File: src/rtl/timing_pkg.sv
// Shared constants for the timing sequencer: default width, named timing
// indices and the per-edge control operation encoding.
package timing_pkg;

    localparam int SC_WIDTH = 4;

    localparam int T0  = 0;
    localparam int T1  = 1;
    localparam int T2  = 2;
    localparam int T3  = 3;
    localparam int T4  = 4;
    localparam int T5  = 5;
    localparam int T6  = 6;
    localparam int T7  = 7;
    localparam int T8  = 8;
    localparam int T9  = 9;
    localparam int T10 = 10;
    localparam int T11 = 11;
    localparam int T12 = 12;
    localparam int T13 = 13;
    localparam int T14 = 14;
    localparam int T15 = 15;

    // The single action resolved on each falling edge, after priority.
    typedef enum logic [2:0] {
        OP_HOLD,
        OP_CLR,
        OP_LOAD,
        OP_LDERR,
        OP_INC,
        OP_WRAP,
        OP_SAT
    } seq_op_e;

endpackage

File: src/rtl/timing_sequencer_if.sv
// Request/status bundle between a sequencer and its controller.
interface timing_sequencer_if #(
    parameter int WIDTH = timing_pkg::SC_WIDTH
);
    logic                clr;
    logic                inc;
    logic                ld;
    logic [WIDTH-1:0]    ld_val;
    logic [WIDTH-1:0]    count;
    logic [2**WIDTH-1:0] t;
    logic                tc;
    logic                wrap;
    logic                err;

    modport master (output clr, inc, ld, ld_val, input count, t, tc, wrap, err);
    modport slave  (input clr, inc, ld, ld_val, output count, t, tc, wrap, err);
endinterface

File: src/rtl/seq_decoder.sv
// One-hot decode of the sequence count into timing signals T0..Tn.
// Bits above MAX are tied low since count can never reach them.
module seq_decoder
    import timing_pkg::*;
#(
    parameter int WIDTH = SC_WIDTH,
    parameter int MAX   = 2**WIDTH-1
) (
    input  logic [WIDTH-1:0]    count,
    output logic [2**WIDTH-1:0] t
);

    for (genvar i = 0; i < 2**WIDTH; i++) begin : g_bit
        if (i <= MAX) begin : g_live
            assign t[i] = (count == WIDTH'(i));
        end else begin : g_dead
            assign t[i] = 1'b0;
        end
    end

endmodule

File: src/rtl/timing_sequencer.sv
// Falling-edge timing sequencer: prioritized clear/load/increment counter
// with wrap pulse, sticky illegal-load flag and one-hot timing outputs.
module timing_sequencer
    import timing_pkg::*;
#(
    parameter int WIDTH    = SC_WIDTH,
    parameter int MAX      = 2**WIDTH-1,
    parameter bit SATURATE = 1'b0
) (
    input logic               clk,
    input logic               rst,
    timing_sequencer_if.slave bus
);

    localparam logic [WIDTH-1:0] MAX_V  = WIDTH'(MAX);
    localparam logic [WIDTH-1:0] ZERO_V = WIDTH'(T0);

    seq_op_e          op;
    logic [WIDTH-1:0] count_q, count_d;
    logic             wrap_q, wrap_d;
    logic             err_q, err_d;
    logic [2**WIDTH-1:0] t_w;

    // Resolve clr > ld > inc > hold into one operation, then its effect.
    always_comb begin
        op = OP_HOLD;
        if (bus.clr) begin
            op = OP_CLR;
        end else if (bus.ld) begin
            op = (bus.ld_val > MAX_V) ? OP_LDERR : OP_LOAD;
        end else if (bus.inc) begin
            if (count_q < MAX_V) op = OP_INC;
            else                 op = SATURATE ? OP_SAT : OP_WRAP;
        end
    end

    always_comb begin
        count_d = count_q;
        wrap_d  = 1'b0;
        err_d   = err_q;
        case (op)
            OP_CLR: begin
                count_d = ZERO_V;
                err_d   = 1'b0;
            end
            OP_LOAD:  count_d = bus.ld_val;
            OP_LDERR: err_d   = 1'b1;
            OP_INC:   count_d = count_q + WIDTH'(1);
            OP_WRAP: begin
                count_d = ZERO_V;
                wrap_d  = 1'b1;
            end
            default: ;
        endcase
    end

    // State advances on the falling edge so it settles mid-cycle for the
    // rising-edge logic that consumes the timing signals.
    always_ff @(negedge clk or posedge rst) begin
        if (rst) begin
            count_q <= ZERO_V;
            wrap_q  <= 1'b0;
            err_q   <= 1'b0;
        end else begin
            count_q <= count_d;
            wrap_q  <= wrap_d;
            err_q   <= err_d;
        end
    end

    seq_decoder #(
        .WIDTH (WIDTH),
        .MAX   (MAX)
    ) u_dec (
        .count (count_q),
        .t     (t_w)
    );

    assign bus.count = count_q;
    assign bus.t     = t_w;
    assign bus.tc    = (count_q == MAX_V);
    assign bus.wrap  = wrap_q;
    assign bus.err   = err_q;

endmodule

File: src/flat_wrapper.sv
// flat-port wrapper written by rule: the top's interface ports become plain ports
module timing_sequencer_flat import timing_pkg::*;
#(
    parameter int WIDTH    = SC_WIDTH,
    parameter int MAX      = 2**WIDTH-1,
    parameter bit SATURATE = 1'b0
)
  (clk, rst, bus_clr, bus_inc, bus_ld, bus_ld_val, bus_count, bus_t, bus_tc, bus_wrap, bus_err);
  timing_sequencer_if #(.WIDTH(WIDTH)) bus_i ();
  input logic clk;
  input logic rst;
  input wire logic [$bits(bus_i.clr)-1:0] bus_clr;
  input wire logic [$bits(bus_i.inc)-1:0] bus_inc;
  input wire logic [$bits(bus_i.ld)-1:0] bus_ld;
  input wire logic [$bits(bus_i.ld_val)-1:0] bus_ld_val;
  output wire logic [$bits(bus_i.count)-1:0] bus_count;
  output wire logic [$bits(bus_i.t)-1:0] bus_t;
  output wire logic [$bits(bus_i.tc)-1:0] bus_tc;
  output wire logic [$bits(bus_i.wrap)-1:0] bus_wrap;
  output wire logic [$bits(bus_i.err)-1:0] bus_err;
  assign bus_i.clr = bus_clr;
  assign bus_i.inc = bus_inc;
  assign bus_i.ld = bus_ld;
  assign bus_i.ld_val = bus_ld_val;
  assign bus_count = bus_i.count;
  assign bus_t = bus_i.t;
  assign bus_tc = bus_i.tc;
  assign bus_wrap = bus_i.wrap;
  assign bus_err = bus_i.err;
  timing_sequencer #(.WIDTH(WIDTH), .MAX(MAX), .SATURATE(SATURATE)) u_core (.clk(clk), .rst(rst), .bus(bus_i));
endmodule
File: config.mk
export PLATFORM = sky130hd
export DESIGN_NAME = timing_sequencer_flat
export DESIGN_NICKNAME = d
export VERILOG_FILES = /design/src/rtl/timing_pkg.sv /design/src/rtl/timing_sequencer_if.sv /design/src/rtl/seq_decoder.sv /design/src/rtl/timing_sequencer.sv /design/src/flat_wrapper.sv
export SDC_FILE = /design/constraint.sdc
export NUM_CORES = 1
export LEC_CHECK = 0
export BUFFER_PORTS_ARGS = -buffer_cell sky130_fd_sc_hd__buf_2
export CORE_UTILIZATION = 38
export DETAILED_ROUTE_END_ITERATION = 16
export GPL_TIMING_DRIVEN = 0
export PLACE_DENSITY = 0.71
export SLEW_MARGIN = 0
export SYNTH_ARGS = -nofsm -noshare
export SYNTH_HDL_FRONTEND = slang
export SYNTH_SLANG_ARGS = --single-unit
File: constraint.sdc
create_clock -name clk -period 2.25 [get_ports clk]
set_input_delay 0 -clock clk [delete_from_list [all_inputs] [get_ports clk]]
set_output_delay 0 -clock clk [all_outputs]
set_load 0.02 [all_outputs]
==> results.sh <==
export IMPL_drtAntennaViolNets=0
export IMPL_slew_violations=0
export IMPL_use_met2=0.446
export IMPL_multi_input_area_um2=407
export IMPL_grtUsageMet1=0.242
export IMPL_die_area_um2=1500
export IMPL_ys_flop_type="dfrtn_1"
export IMPL_port_buffers=30
export IMPL_cts_buffers=3
export IMPL_worstPathRequired_ns=2.25
export IMPL_setup_viol=17
export IMPL_hold_violations=0
export IMPL_wl_um=1560
export IMPL_yosys_top_cells_area="dfrtn_1, and2_1, ha_1, and2_2, inv_1"
export IMPL_vias=582
export IMPL_tightest_slew_ns=0.291
export IMPL_grt_pass1_vias=539
export IMPL_clk_latency_ns=0.26
export IMPL_antenna_found_initial=0
export IMPL_dp_hpwl_um=949
export IMPL_ir_worst_vdd_v=0.000370
export IMPL_critical_path_class="reg -> out"
export IMPL_setup_slack_ns=-0.279
export IMPL_viasPerCell=4.93
export IMPL_wire_per_inst_um=13.2
export IMPL_register_area_um2=150
export IMPL_cts_tree="done"
export IMPL_io_pins=32
export IMPL_path_delay_family="flip-flops"
export IMPL_synth_top_area_share=0.292
export IMPL_setup_tns_ns=-3.46
export IMPL_synth_edf_count=0
export IMPL_die_height_um=38.8
export IMPL_grt_most_used_layer="met2"
export IMPL_syn_nets=71
export IMPL_yosysWarnings=0
export IMPL_critPathArrivalTime_ns=2.53
export IMPL_core_area_um2=1190
export IMPL_fin_skew_ns=0.000906
export IMPL_start_util=0.434
export IMPL_num_rows=12
export IMPL_outcome="complete, but fails checks"
export IMPL_drv_cap=0
export IMPL_rsz0062_at_grt="true"
export IMPL_first_pass_iters=4
export IMPL_grt_usage=0.240
export IMPL_ys_seq_elements=6
export IMPL_grt_overflow=0
export IMPL_p_total_uw=389
export IMPL_place_congestion=0.703
export IMPL_clk_path_buf_depth=2
export IMPL_detail_route_iter0_violations=5
export IMPL_synth_top_area_cell="dfrtn_1"
export IMPL_die_x_um=38.8
export IMPL_avgSynthCellArea_um2=8.87
export IMPL_critPathMaxStageDelay_ns=0.43
export IMPL_syn_instance_count=58
export IMPL_h_tree_depth=1
export IMPL_met3_usage=0.0173
export IMPL_synthesis_area_um2=514
export IMPL_drc_errors=0
export IMPL_grt_max_degree=11
export IMPL_max_slew_margin_rel=0.804
export IMPL_root_buffer="clkbuf_4"
export IMPL_syn_to_final_growth_pct=99.3
export IMPL_async_flop_share=1.00
export IMPL_cellPowerDensity_nw_per_um2=379
export IMPL_cp_cell_sequence="buf_4, inv_2, ha_2, and3_4, buf_2"
export IMPL_fin_nets=119
export IMPL_fill_cells=52
export IMPL_yosysUniqueCellTypes=25
export IMPL_critPathBufInv=3
export IMPL_drive_gt1_frac=0.740
export IMPL_violations="negative setup slack"
export IMPL_grt_first_pass_wirelength_um=2370
export IMPL_total_leakage_power_uw=0.000522
export IMPL_start_kind="flop"
export IMPL_clk_pin_slew_ns=0.04
export IMPL_crit_path_top_delay_cell="dfrtn_1"
export IMPL_n_antenna_cell=0
export IMPL_yosysSeqAreaShare=0.292
export IMPL_hp_class="reg -> reg"
export IMPL_crit_path_end_kind="output pin"
export IMPL_critPathMaxFanout=4
export IMPL_hold_buffers=0
export IMPL_clock_sinks=6
-- final timing paths --
kind                       cells after the start             endpoint  slack [ns]                start
max                                            5            bus_t[14]       -0.28  u_core.bus.count[0]
min                                            1       u_core.bus.err        0.45       u_core.bus.err
max reg2reg                                    6  u_core.bus.count[3]        0.87  u_core.bus.count[0]
min reg2reg                                    1       u_core.bus.err        0.45       u_core.bus.err
max in group asynchronous                      2  u_core.bus.count[2]        1.37                  rst
min in group asynchronous                      2       u_core.bus.err        0.66                  rst
-- cells in the final DEF, fill, tap and decap left out, types with 3 or more instances in the layout --
cell type	instances
buf_6	18
buf_2	16
and2_4	12
buf_4	9
dfrtn_1	6
inv_1	5
a21oi_1	4
and3_4	3
ha_4	3
clkbuf_4	3
-- per-stage QoR --
| stage | instances | utilization | setup WS [ns] | cell area (µm²) | hold slack, ns |
|---|---|---|---|---|---|
| 2_1_floorplan | 58 | - | -0.0540 | 572 | 0.569 |
| 3_3_place_gp | 102 | 0.623 | -0.130 | 739 | 0.439 |
| 3_5_place_dp | 102 | 0.623 | -0.125 | 739 | 0.449 |
| 4_1_cts | 115 | 0.812 | -0.235 | 963 | 0.454 |
| 5_1_grt | 118 | 0.864 | -0.317 | 1020 | 0.464 |
| 6_report | 118 | 0.864 | -0.279 | 1020 | 0.449 |
-- Yosys cell counts, types with 2 or more instances --
master,count
ha_1,4
and2_1,8
dfrtn_1,6
a21oi_1,4
and3_2,3
nand2_1,2
nand3_1,2
inv_1,8
nor2_1,2
and2_2,4
-- worst reg2reg max path: cells and delay by family, from the launching register on --
family | cells | cell delay (ns)
flops | 1 | 0.43
compound gates | 3 | 0.37
fa+ha+maj | 1 | 0.17
buf+inv | 2 | 0.25
-- power breakdown --
group | total, µW | switching (µW) | internal, µW
sequential | 119 | 5.15 | 114
clock | 100 | 39.6 | 60.4
combinational | 169 | 81.8 | 87.5
total | 389 | 127 | 262
-- registers in the layout (all words and copies together) (netlist names) --
name              cells
u_core.bus.err        1
u_core.bus.wrap       1
u_core.bus.count      4
-- layout make-up --
type | instances | area share
Clock buffer | 3 | 0.0220
Inverter | 8 | 0.0317
Buffer | 3 | 0.0269
Sequential cell | 6 | 0.147
Multi-Input combinational cell | 41 | 0.397
Tap cell | 14 | 0.0171
Timing Repair Buffer | 43 | 0.359
-- cells by family (layout without fill, tap and decap cells) --
group | after synthesis | after routing | synth area share
simple gates | 26 | 26 | 0.333
flops | 6 | 6 | 0.292
fa+ha+maj | 4 | 4 | 0.0973
buf+inv | 11 | 57 | 0.105
xor+xnor | 1 | 1 | 0.0170
compound gates | 10 | 10 | 0.156
-- per-layer routing --
metal | wire length [µm] | share of wire
met1 | 547 | 0.35
met5 | 0 | 0
met4 | 26 | 0.017
met3 | 55 | 0.035
met2 | 929 | 0.60
-- what timing repair did --
action	4_1_cts	5_1_grt
gates resized for setup	31	12
setup buffers	10	3
pin swaps	5	2
setup endpoints to repair	17	17
No activity file was read; power rests on OpenSTA's default activity.
